[src/rtl/mem_conflict_serializer_if.sv]
// Pipeline/memory bundle around the conflict serializer.
// slave = serializer side, master = pipeline + memory environment side.
interface mem_conflict_serializer_if #(
    parameter int CNT_W = 16
);
    logic              ValidM1, ValidM2;
    logic              MemWriteM1, MemWriteM2;
    logic              MemReadM1, MemReadM2;
    logic [31:0]       ALUResultM1, ALUResultM2;
    logic [31:0]       WriteDataM1, WriteDataM2;
    logic [2:0]        AddressingControlM1, AddressingControlM2;
    logic [31:0]       RD1, RD2;
    logic [31:0]       A1, A2;
    logic              WE1, WE2;
    logic [31:0]       WD1, WD2;
    logic [2:0]        AC1, AC2;
    logic [31:0]       ReadDataM1, ReadDataM2;
    logic              StallMem;
    logic [CNT_W-1:0]  ConflictCount;

    modport slave (
        input  ValidM1, ValidM2, MemWriteM1, MemWriteM2, MemReadM1, MemReadM2,
        input  ALUResultM1, ALUResultM2, WriteDataM1, WriteDataM2,
        input  AddressingControlM1, AddressingControlM2, RD1, RD2,
        output A1, A2, WE1, WE2, WD1, WD2, AC1, AC2,
        output ReadDataM1, ReadDataM2, StallMem, ConflictCount
    );

    modport master (
        output ValidM1, ValidM2, MemWriteM1, MemWriteM2, MemReadM1, MemReadM2,
        output ALUResultM1, ALUResultM2, WriteDataM1, WriteDataM2,
        output AddressingControlM1, AddressingControlM2, RD1, RD2,
        input  A1, A2, WE1, WE2, WD1, WD2, AC1, AC2,
        input  ReadDataM1, ReadDataM2, StallMem, ConflictCount
    );
endinterface

[src/rtl/mem_conflict_serializer.sv]
// Splits same-word dual-lane memory conflicts into two ordered cycles (lane 1 first),
// stalling the pipeline for one cycle and holding lane-1 load data; counts splits.
module mem_conflict_serializer #(
    parameter int CMP_LSB = 2,
    parameter int CNT_W   = 16
) (
    input logic                   clk,
    input logic                   rst,
    mem_conflict_serializer_if.slave bus
);
    typedef enum logic {PASS, SPLIT} state_t;

    state_t           state;
    logic [31:0]      hold;
    logic [CNT_W-1:0] cnt;
    logic             acc1, acc2, conflict;
    logic             we1g, we2g;
    logic             we1, we2, stall;
    logic [31:0]      rdata1, rdata2;

    always_comb begin
        acc1     = bus.ValidM1 & (bus.MemWriteM1 | bus.MemReadM1);
        acc2     = bus.ValidM2 & (bus.MemWriteM2 | bus.MemReadM2);
        conflict = acc1 & acc2 & (bus.MemWriteM1 | bus.MemWriteM2) &
                   (bus.ALUResultM1[31:CMP_LSB] == bus.ALUResultM2[31:CMP_LSB]);
        we1g     = bus.MemWriteM1 & bus.ValidM1;
        we2g     = bus.MemWriteM2 & bus.ValidM2;
    end

    always_comb begin
        we1    = we1g;
        we2    = we2g;
        stall  = 1'b0;
        rdata1 = bus.RD1;
        rdata2 = bus.RD2;
        if (rst) begin
            // Reset overrides both states, so a reset in SPLIT aborts lane 2.
            we1 = 1'b0;
            we2 = 1'b0;
        end else if (state == SPLIT) begin
            we1    = 1'b0;
            rdata1 = hold;
        end else if (conflict) begin
            we2   = 1'b0;
            stall = 1'b1;
        end
    end

    always_ff @(posedge clk) begin
        if (rst) begin
            state <= PASS;
            hold  <= '0;
            cnt   <= '0;
        end else begin
            case (state)
                PASS: begin
                    if (conflict) begin
                        state <= SPLIT;
                        hold  <= bus.RD1;
                        if (cnt != '1)
                            cnt <= cnt + CNT_W'(1);
                    end
                end
                SPLIT:   state <= PASS;
                default: state <= PASS;
            endcase
        end
    end

    assign bus.A1            = bus.ALUResultM1;
    assign bus.A2            = bus.ALUResultM2;
    assign bus.WD1           = bus.WriteDataM1;
    assign bus.WD2           = bus.WriteDataM2;
    assign bus.AC1           = bus.AddressingControlM1;
    assign bus.AC2           = bus.AddressingControlM2;
    assign bus.WE1           = we1;
    assign bus.WE2           = we2;
    assign bus.StallMem      = stall;
    assign bus.ReadDataM1    = rdata1;
    assign bus.ReadDataM2    = rdata2;
    assign bus.ConflictCount = cnt;
endmodule

[src/flat_wrapper.sv]
// flat-port wrapper written by rule: the top's interface ports become plain ports
module mem_conflict_serializer_flat 
#(
    parameter int CMP_LSB = 2,
    parameter int CNT_W   = 16
)
  (clk, rst, bus_ValidM1, bus_ValidM2, bus_MemWriteM1, bus_MemWriteM2, bus_MemReadM1, bus_MemReadM2, bus_ALUResultM1, bus_ALUResultM2, bus_WriteDataM1, bus_WriteDataM2, bus_AddressingControlM1, bus_AddressingControlM2, bus_RD1, bus_RD2, bus_A1, bus_A2, bus_WE1, bus_WE2, bus_WD1, bus_WD2, bus_AC1, bus_AC2, bus_ReadDataM1, bus_ReadDataM2, bus_StallMem, bus_ConflictCount);
  mem_conflict_serializer_if #(.CNT_W(CNT_W)) bus_i ();
  input logic clk;
  input logic rst;
  input wire logic [$bits(bus_i.ValidM1)-1:0] bus_ValidM1;
  input wire logic [$bits(bus_i.ValidM2)-1:0] bus_ValidM2;
  input wire logic [$bits(bus_i.MemWriteM1)-1:0] bus_MemWriteM1;
  input wire logic [$bits(bus_i.MemWriteM2)-1:0] bus_MemWriteM2;
  input wire logic [$bits(bus_i.MemReadM1)-1:0] bus_MemReadM1;
  input wire logic [$bits(bus_i.MemReadM2)-1:0] bus_MemReadM2;
  input wire logic [$bits(bus_i.ALUResultM1)-1:0] bus_ALUResultM1;
  input wire logic [$bits(bus_i.ALUResultM2)-1:0] bus_ALUResultM2;
  input wire logic [$bits(bus_i.WriteDataM1)-1:0] bus_WriteDataM1;
  input wire logic [$bits(bus_i.WriteDataM2)-1:0] bus_WriteDataM2;
  input wire logic [$bits(bus_i.AddressingControlM1)-1:0] bus_AddressingControlM1;
  input wire logic [$bits(bus_i.AddressingControlM2)-1:0] bus_AddressingControlM2;
  input wire logic [$bits(bus_i.RD1)-1:0] bus_RD1;
  input wire logic [$bits(bus_i.RD2)-1:0] bus_RD2;
  output wire logic [$bits(bus_i.A1)-1:0] bus_A1;
  output wire logic [$bits(bus_i.A2)-1:0] bus_A2;
  output wire logic [$bits(bus_i.WE1)-1:0] bus_WE1;
  output wire logic [$bits(bus_i.WE2)-1:0] bus_WE2;
  output wire logic [$bits(bus_i.WD1)-1:0] bus_WD1;
  output wire logic [$bits(bus_i.WD2)-1:0] bus_WD2;
  output wire logic [$bits(bus_i.AC1)-1:0] bus_AC1;
  output wire logic [$bits(bus_i.AC2)-1:0] bus_AC2;
  output wire logic [$bits(bus_i.ReadDataM1)-1:0] bus_ReadDataM1;
  output wire logic [$bits(bus_i.ReadDataM2)-1:0] bus_ReadDataM2;
  output wire logic [$bits(bus_i.StallMem)-1:0] bus_StallMem;
  output wire logic [$bits(bus_i.ConflictCount)-1:0] bus_ConflictCount;
  assign bus_i.ValidM1 = bus_ValidM1;
  assign bus_i.ValidM2 = bus_ValidM2;
  assign bus_i.MemWriteM1 = bus_MemWriteM1;
  assign bus_i.MemWriteM2 = bus_MemWriteM2;
  assign bus_i.MemReadM1 = bus_MemReadM1;
  assign bus_i.MemReadM2 = bus_MemReadM2;
  assign bus_i.ALUResultM1 = bus_ALUResultM1;
  assign bus_i.ALUResultM2 = bus_ALUResultM2;
  assign bus_i.WriteDataM1 = bus_WriteDataM1;
  assign bus_i.WriteDataM2 = bus_WriteDataM2;
  assign bus_i.AddressingControlM1 = bus_AddressingControlM1;
  assign bus_i.AddressingControlM2 = bus_AddressingControlM2;
  assign bus_i.RD1 = bus_RD1;
  assign bus_i.RD2 = bus_RD2;
  assign bus_A1 = bus_i.A1;
  assign bus_A2 = bus_i.A2;
  assign bus_WE1 = bus_i.WE1;
  assign bus_WE2 = bus_i.WE2;
  assign bus_WD1 = bus_i.WD1;
  assign bus_WD2 = bus_i.WD2;
  assign bus_AC1 = bus_i.AC1;
  assign bus_AC2 = bus_i.AC2;
  assign bus_ReadDataM1 = bus_i.ReadDataM1;
  assign bus_ReadDataM2 = bus_i.ReadDataM2;
  assign bus_StallMem = bus_i.StallMem;
  assign bus_ConflictCount = bus_i.ConflictCount;
  mem_conflict_serializer #(.CMP_LSB(CMP_LSB), .CNT_W(CNT_W)) u_core (.clk(clk), .rst(rst), .bus(bus_i));
endmodule
[config.mk]
export PLATFORM = sky130hd
export DESIGN_NAME = mem_conflict_serializer_flat
export DESIGN_NICKNAME = d
export VERILOG_FILES = /design/src/rtl/mem_conflict_serializer_if.sv /design/src/rtl/mem_conflict_serializer.sv /design/src/flat_wrapper.sv
export SDC_FILE = /design/constraint.sdc
export NUM_CORES = 1
export LEC_CHECK = 0
export BUFFER_PORTS_ARGS = -buffer_cell sky130_fd_sc_hd__buf_2
export CORE_AREA = 2 2 165 167
export CTS_CLUSTER_DIAMETER = 100
export DETAILED_ROUTE_END_ITERATION = 6
export DIE_AREA = 0 0 167 169
export SYNTH_ARGS = -nofsm -noshare
export SYNTH_HDL_FRONTEND = slang
export SYNTH_SLANG_ARGS = --single-unit
[constraint.sdc]
create_clock -name clk -period 4.32 [get_ports clk]
set_input_delay 0.216 -clock clk [delete_from_list [all_inputs] [get_ports clk]]
set_output_delay 0.216 -clock clk [all_outputs]
set_load 0.01 [all_outputs]
# Word level (Yosys, flattened, before mapping)

Index checks and enable logic that the tools add are counted.

Bits in registers: 49
Input bits: 206
Logic and storage cells: 30

Add/sub/neg operators: 1
Equality and inequality tests: 2
Multiplexer cells: 11
Bitwise gates (word level): 11
Reductions and logical operators: 2

Operator list:

| kind                                          | number |
|---|---|
| 2-to-1 mux 32 bit                             | 2 |
| equality test 30 bit                          | 1 |
| adder 16 x 1 -> 16 bit, second input constant | 1 |
| != test 16 bit, second input constant         | 1 |
| 2-to-1 mux 1 bit                              | 8 |
| bitwise AND 1 bit                             | 7 |
| bitwise OR 1 bit                              | 3 |
| AND reduction 3 bit                           | 1 |
| one-hot mux 1 bit (2 select lines)            | 1 |
| AND reduction 2 bit                           | 1 |
| NOT 1 bit                                     | 1 |

# Logic depth before layout (Yosys ltp)

Gate-level depths: netlist (run 1).

Depth in word-level cells: 8
Gate-level depth with buffers: 8
Mapped depth without buffers: 6

# Least setup slack after synthesis (run 1)

Ideal clock, no wire load.

Path kind: reg-to-reg
Start point: register u_core.state
End point: register u_core.cnt[12] (netlist: u_core.bus.ConflictCount[12])
Setup time: 70 ps
Arrival time: 2,057 ps
Setup slack: 2,193 ps
Stages on the path, launching flop included: 8
Path through: dfxtp_1 > nand2b_4 > a221oi_2 > or3b_1 > or3_4 > buf_6 > or4_1 > a21oi_1

Word-level cells in the longest chain between the ends: 2

RTL lines:

| item                                 | line                          | text |
|---|---|---|
| start, declared                      | mem_conflict_serializer.sv:13 | `state_t state;` |
| start signal, assigned               | mem_conflict_serializer.sv:51 | `state <= PASS;` |
| start signal, assigned               | mem_conflict_serializer.sv:58 | `state <= SPLIT;` |
| start signal, assigned               | mem_conflict_serializer.sv:64 | `SPLIT: state <= PASS;` |
| NOT 1 bit                            | -                             |  |
| AND reduction 3 bit (no source line) | -                             |  |
| end signal, assigned                 | mem_conflict_serializer.sv:61 | `cnt <= cnt + CNT_W'(1);` |
| end, declared                        | mem_conflict_serializer.sv:15 | `logic [CNT_W-1:0] cnt;` |

No other way between the ends.
A chain may end at the register's enable or synchronous reset.

# Final worst setup path (run 1)

Start point: input port bus_ALUResultM2[21]
End point: output port bus_StallMem

Word-level cells in the longest chain between the ends: 5

RTL lines:

| item                 | line                          | text |
|---|---|---|
| start, declared      | flat_wrapper.sv:18            | `input wire logic [$bits(bus_i.ALUResultM2)-1:0] bus_ALUResultM2;` |
| equality test 30 bit | mem_conflict_serializer.sv:25 | `(bus.ALUResultM1[31:CMP_LSB] == bus.ALUResultM2[31:CMP_LSB]);` |
| bitwise AND 1 bit    | mem_conflict_serializer.sv:24 | `conflict = acc1 & acc2 & (bus.MemWriteM1 \| bus.MemWriteM2) &` |
| 2-to-1 mux 1 bit     | mem_conflict_serializer.sv:43 | `end else if (conflict) begin` |
| 2-to-1 mux 1 bit     | mem_conflict_serializer.sv:40 | `end else if (state == SPLIT) begin` |
| 2-to-1 mux 1 bit     | mem_conflict_serializer.sv:36 | `if (rst) begin` |
| end, declared        | flat_wrapper.sv:35            | `output wire logic [$bits(bus_i.StallMem)-1:0] bus_StallMem;` |

No other way between the ends.

==> flow_summary.toml, run 1 <==
[routing]
m1WireLength_mm = 4.819
wl_per_cell_um = 14.10
drt_wl_total_mm = 12.24
vias = 3282
first_pass_iters = 5
post-route-drc-count = 0
viasPerCell = 3.781
highest-signal-layer = "met4"
dr_wl_met3_mm = 1.072
drtAntennaViolNets = 0
first_iter_violations = 184
wl_met2_mm = 5.641

[clock_tree]
ctsHoldBuffers = 0
clockRootBuffer = "clkbuf_16"
clkLatencyLatePin_ns = 0.31
cts_buffers = 5
clk_path_buf_depth = 2
ctsResizeCount = 0
postCtsSetupBuffers = 0
numClockSinks = 49
clk_pin_slew_ns = 0.09
htree_levels = 2
cts_tree = "built"

[placed_design]
dpl.cell_count = 860
dp_hpwl_mm = 9.628
port_buffers = 210
dpl_cell_area_mm2 = 0.004153
finalWeightedCongestion = 0.8023

[sta]
tightest_slew_ns = 0.7435
finalHoldViolCount = 0
relSlewSlack = 0.4998
fmax_ghz = 0.3670
rsz0062_at_grt = "no"
period_share = 0.6308
slew_viol_final = 0
skew_ns = 0.01449
setup_tns_ns = 0
min_period_ns = 2.725
setup_viol = 0
whs_ns = 0.1522

[min_path]
min_from = "bus_RD1[17]"
min_to = "u_core.hold[17]"
hold_class = "in -> reg"
min_path_cells = 3

[floorplan]
num_rows = 60
die_x_um = 167
die-area_mm2 = 0.02822
start_util = 0.1499
core_mm2 = 0.02650
ios = 423
die_h_um = 169

[worst_setup_path]
crit_top_cell = "buf_2"
critPathCaptureType = "output pin"
worstPathCellList = "buf_2, xor2_1, nor4_1, and3_1, nor3b_2, buf_4, nor2b_1, buf_2"
rrSetupSlack_ns = 1.80
cp_slowest_cell = "nor4_1"
critical_path_arrival_ns = 2.51
crit_required_ns = 4.10
startpoint_type = "input pin"
r2r_end = "u_core.bus.ConflictCount[10]"
max_stage_delay_ns = 0.68
cp_max_fo = 28
rr_worst_depth = 6
regToRegStartpoint = "u_core.state"
path_class = "in -> out"

[finish]
fillCellCount = 3022
area_growth_pct = 8.444
seq_area_um2 = 980.9
layout_commonest_cell = "buf_2"
multi_input_comb_area_mm2 = 0.001649
num_antenna_cells = 0
final_cells = 868
final_area_mm2 = 0.004307
drive_above_1_share = 0.4953
final_net_count = 733
layout_common_cells = "buf_2 (210), nand2_1 (72), dfxtp_1 (49)"

[synthesis]
async_flop_share = 0
yosys_most_used_dff = "dfxtp_1"
syn_avg_cell_area_um2 = 8.088
synth_nets = 698
synth.distinct_cells = 43
synth_edf_count = 0
synth_seq_area_share = 0.2470
ys_ff_latch = 49
syn_area_mm2 = 0.003971
yosys_warnings = 0
synth_cells = 491

[global_routing]
grt_usage = 0.08264
overflow = 0
antenna_found_initial = 0
grt_first_pass_wirelength_mm = 17.64
grt_max_degree = 54
grt_pass1_vias = 3072

[outcome]
status = "complete, no violations"

[power]
p_per_area_mw_per_mm2 = 249.0
total_power_w = 0.001072
p_leak_nw = 1.810
vdd_drop_max_mv = 0.1138

[flow_run]
cap_violations = 0
-- report_power, final --
group	leakage (nW)	switching [W]	total, W	internal (W)
logic	1.34	0.000101	0.000190	0.0000895
clock network	0.0763	0.000208	0.000431	0.000223
registers	0.394	0.0000000000000863	0.000451	0.000451
-- synth_stat cells (4+ instances only) --
master	count	area share
xor2_1	27	0.060
buf_1	6	0.0057
a21oi_1	46	0.058
nor4_1	5	0.0079
inv_1	4	0.0038
dfxtp_1	49	0.25
clkbuf_1	11	0.010
buf_4	166	0.31
or3_1	6	0.0095
mux2_2	32	0.091
nand3_1	9	0.011
nand2_1	72	0.068
o21ai_0	7	0.0088
or4_1	4	0.0076
-- stage by stage --
stage | util | setup WS [ns]
final | 0.1625 | 1.595
after global routing | 0.1625 | 1.408
after CTS | 0.1625 | 1.432
after detailed placement | 0.1567 | 1.257
after global placement | 0.1567 | 1.243
after floorplan | - | 2.193
-- final cells by class --
type                    instances  area share
clock buffers                   5     0.02905
clock inverters                 3    0.006682
inverters                       4    0.003486
multi-input cells             252      0.3829
flip-flops and latches         49      0.2278
well taps                     341     0.09907
repair buffers                214      0.2510
-- per-layer routing --
metal	up-vias	global-route usage
met3	82	0.02689
li1	1549	-
met4	0	0.05322
met1	1486	0.09264
met2	165	0.1353
met5	-	0
-- critical path: cells and delay by family --
| kind | cells | cell delay (ns) |
|---|---|---|
| buffers and inverters | 3 | 0.64 |
| xor gates and xnor gates | 1 | 0.18 |
| and+or+nand+nor | 4 | 1.44 |
-- state kept, by name (all words and copies together), names as in the netlist --
signal                    count
u_core.bus.ConflictCount     16
u_core.hold                  32
u_core.state                  1
-- cells by family after synthesis --
family                   share of synthesized area
multiplexers                               0.09326
buffers and inverters                       0.3390
AND/OR/NAND/NOR                             0.1601
AO/OA/AOI/OAI                              0.09357
flip-flops                                  0.2470
adder cells (fa/ha/maj)                   0.003150
XOR/XNOR                                   0.06396
-- worst max-delay path by stage --
| stage | startpoint | end | depth (start not counted) |
|---|---|---|---|
| final | bus_ALUResultM2[21] | bus_StallMem | 8 |
| after global routing | bus_ALUResultM2[21] | bus_StallMem | 8 |
| after CTS | bus_ALUResultM2[21] | bus_StallMem | 8 |
| after detailed placement | bus_ALUResultM2[21] | u_core.bus.ConflictCount[9] | 7 |
| after global placement | bus_ALUResultM2[21] | u_core.bus.ConflictCount[9] | 7 |
| after floorplan | u_core.state | u_core.bus.ConflictCount[12] | 7 |
(Power assumes the default switching activity.)
==> run 2, diff against run 1 <==
--- a/config.mk
+++ b/config.mk
@@ -6,10 +6,10 @@
 export NUM_CORES = 1
 export LEC_CHECK = 0
 export BUFFER_PORTS_ARGS = -buffer_cell sky130_fd_sc_hd__buf_2
-export CORE_AREA = 2 2 165 167
+export CORE_AREA = 2 2 162 164
 export CTS_CLUSTER_DIAMETER = 100
 export DETAILED_ROUTE_END_ITERATION = 6
-export DIE_AREA = 0 0 167 169
+export DIE_AREA = 0 0 164 166
 export SYNTH_ARGS = -nofsm -noshare
 export SYNTH_HDL_FRONTEND = slang
 export SYNTH_SLANG_ARGS = --single-unit
==> constraint.sdc (replaced) <==
create_clock -name clk -period 2.2 [get_ports clk]
set_input_delay 0.11 -clock clk [delete_from_list [all_inputs] [get_ports clk]]
set_output_delay 0.11 -clock clk [all_outputs]
set_load 0.01 [all_outputs]
==> run 2 against run 1 <==
Against the previous run: the run now ends with negative setup slack left; die area decreased by 3.5%; clock skew fell by 0.0024 ns; setup slack got worse by 1.6 ns; sequential share of layout area shrank 1.6 points; hold slack got worse by 0.097 ns; cell count is 2.5% higher; utilization rose by 1.9 points; clock-buffer cell count grew 1; flip-flop and latch count unchanged; first-iteration DRC count decreased by 37%; critical path type is now reg -> reg; highest routed layer unchanged.
==> flow_summary.toml, run 2 (synthesis results as in run 1) <==
[global_routing]
antenna_found_initial = 0
grt_max_degree = 53
grt_usage = 0.09199
overflow = 0
grt_pass1_vias = 3219
grt_first_pass_wirelength_mm = 18.62

[finish]
regMostFlops = "u_core.hold"
multi_input_comb_area_mm2 = 0.001722
final_area_mm2 = 0.004639
num_antenna_cells = 0
largest_reg_flops = 32
area_growth_pct = 16.82
layout_common_cells = "buf_2 (210), nand2_1 (72), dfxtp_1 (48)"
final_cells = 890
drive_above_1_share = 0.5405
layout_commonest_cell = "buf_2"
final_net_count = 761
seq_area_um2 = 982.2
fillCellCount = 2883

[sta]
fmax_ghz = 0.4502
setup_tns_ns = -0.02147
setup_viol = 1
slew_viol_final = 0
tightest_slew_ns = 0.6227
period_share = 1.010
setup_ws_ns = -0.02147
skew_ns = 0.01208
relSlewSlack = 0.5848
rsz0062_at_grt = "yes"
whs_ns = 0.05512
finalHoldViolCount = 0
min_period_ns = 2.221

[clock_tree]
clk_path_buf_depth = 2
numClockSinks = 49
ctsHoldBuffers = 0
clk_pin_slew_ns = 0.08
htree_levels = 2
clkLatencyLatePin_ns = 0.30
cts_buffers = 5
cts_tree = "built"
clockRootBuffer = "clkbuf_16"

[min_path]
min_path_cells = 3
min_from = "bus_RD1[17]"
min_to = "u_core.hold[17]"
hold_class = "in -> reg"

[placed_design]
dpl.cell_count = 882
dp_hpwl_mm = 10.42
dpl_cell_area_mm2 = 0.004393
port_buffers = 210
finalWeightedCongestion = 0.8120

[worst_setup_path]
crit_required_ns = 2.44
max_stage_delay_ns = 0.49
critPathCaptureType = "register"
path_class = "reg -> reg"
worstPathCellList = "nand2b_4, a221oi_4, or3b_4, or3_4, or4_4, a21oi_2"
rr_worst_depth = 6
cp_max_fo = 5
crit_family = "simple AND/OR/NAND/NOR gates"
rrSetupSlack_ns = -0.02
critical_path_arrival_ns = 2.46
regToRegStartpoint = "u_core.state"
r2r_end = "u_core.bus.ConflictCount[12]"
cp_slowest_cell = "or4_4"
critical_path_buf_inv_count = 0
startpoint_type = "register"

[routing]
first_pass_iters = 4
viasPerCell = 3.790
drt_wl_total_mm = 13.09
drtAntennaViolNets = 0
post-route-drc-count = 0
first_iter_violations = 116
wl_per_cell_um = 14.71
vias = 3373

[power]
p_leak_nw = 1.969
vdd_drop_max_mv = 0.2092
total_power_w = 0.002227
p_per_area_mw_per_mm2 = 480.0

[floorplan]
die_h_um = 166
core_mm2 = 0.02562
die-area_mm2 = 0.02722
die_x_um = 164
num_rows = 59
start_util = 0.1550
ios = 423

[outcome]
violations = "negative setup slack"
status = "finished with violations"

[flow_run]
cap_violations = 0
## run 2: cell count changes in the layout (fill, tap and decap cells not counted), moves of 2 or more
cell	delta
buf_4	+23
o41ai_2	+3
or4_4	+2
buf_12	+3
or4_1	-2
o41ai_1	-3
## run 2: where the power goes
part	switching [W]	internal [W]	total (W)	leakage [nW]
sequential	0.000000000000144	0.000886	0.000886	0.395
clock	0.000381	0.000569	0.000950	0.0831
combinational	0.000201	0.000190	0.000391	1.49
## run 2: how the worst max path moves through the flow
stage | start | end | slack [ns] | depth (start not counted)
finish | u_core.state | u_core.bus.ConflictCount[12] | -0.02 | 6
global route | u_core.state | u_core.bus.ConflictCount[12] | -0.08 | 6
CTS | u_core.state | bus_ReadDataM1[16] | 0.002 | 5
detailed placement | bus_ALUResultM2[4] | u_core.bus.ConflictCount[9] | -0.30 | 8
global placement | bus_ALUResultM2[5] | u_core.bus.ConflictCount[9] | -0.31 | 8
floorplan | u_core.state | u_core.bus.ConflictCount[12] | 0.07 | 7
## run 2: routing by layer
layer  GRT usage  up-vias  wire length (um)
met1     0.09377     1550              4734
met3     0.02023       78               953
met5           0        -                 0
met4     0.08543        0              1190
li1            -     1600                 -
met2      0.1547      145              6215
## run 2: worst reg2reg max path, cell delays in order, from the launching register on
cell,delay (ns)
dfxtp_2,0.33
nand2b_4,0.14
a221oi_4,0.21
or3b_4,0.44
or3_4,0.43
or4_4,0.50
a21oi_2,0.12
## run 2: what timing repair did
| item | CTS | global route |
|---|---|---|
| gates cloned | 1 | 0 |
| buffers inserted | 0 | 1 |
| setup endpoints to repair | 5 | 65 |
| pin swaps | 7 | 3 |
| gates resized for setup | 4 | 10 |
## run 2: final cells by class
| type | count | area share |
|---|---|---|
| Multi-Input combinational cell | 253 | 0.3711 |
| Timing Repair Buffer | 241 | 0.2856 |
| Sequential cell | 49 | 0.2117 |
| Tap cell | 335 | 0.09035 |
| Clock buffer | 6 | 0.02994 |
| Clock inverter | 2 | 0.008091 |
| Inverter | 4 | 0.003236 |
## run 2: through the flow
stage	util	worst slack [ns]
2_1_floorplan	-	0.07298
3_3_place_gp	0.1715	-0.3122
3_5_place_dp	0.1715	-0.3045
4_1_cts	0.1789	0.001814
5_1_grt	0.1811	-0.07810
6_report	0.1811	-0.02147
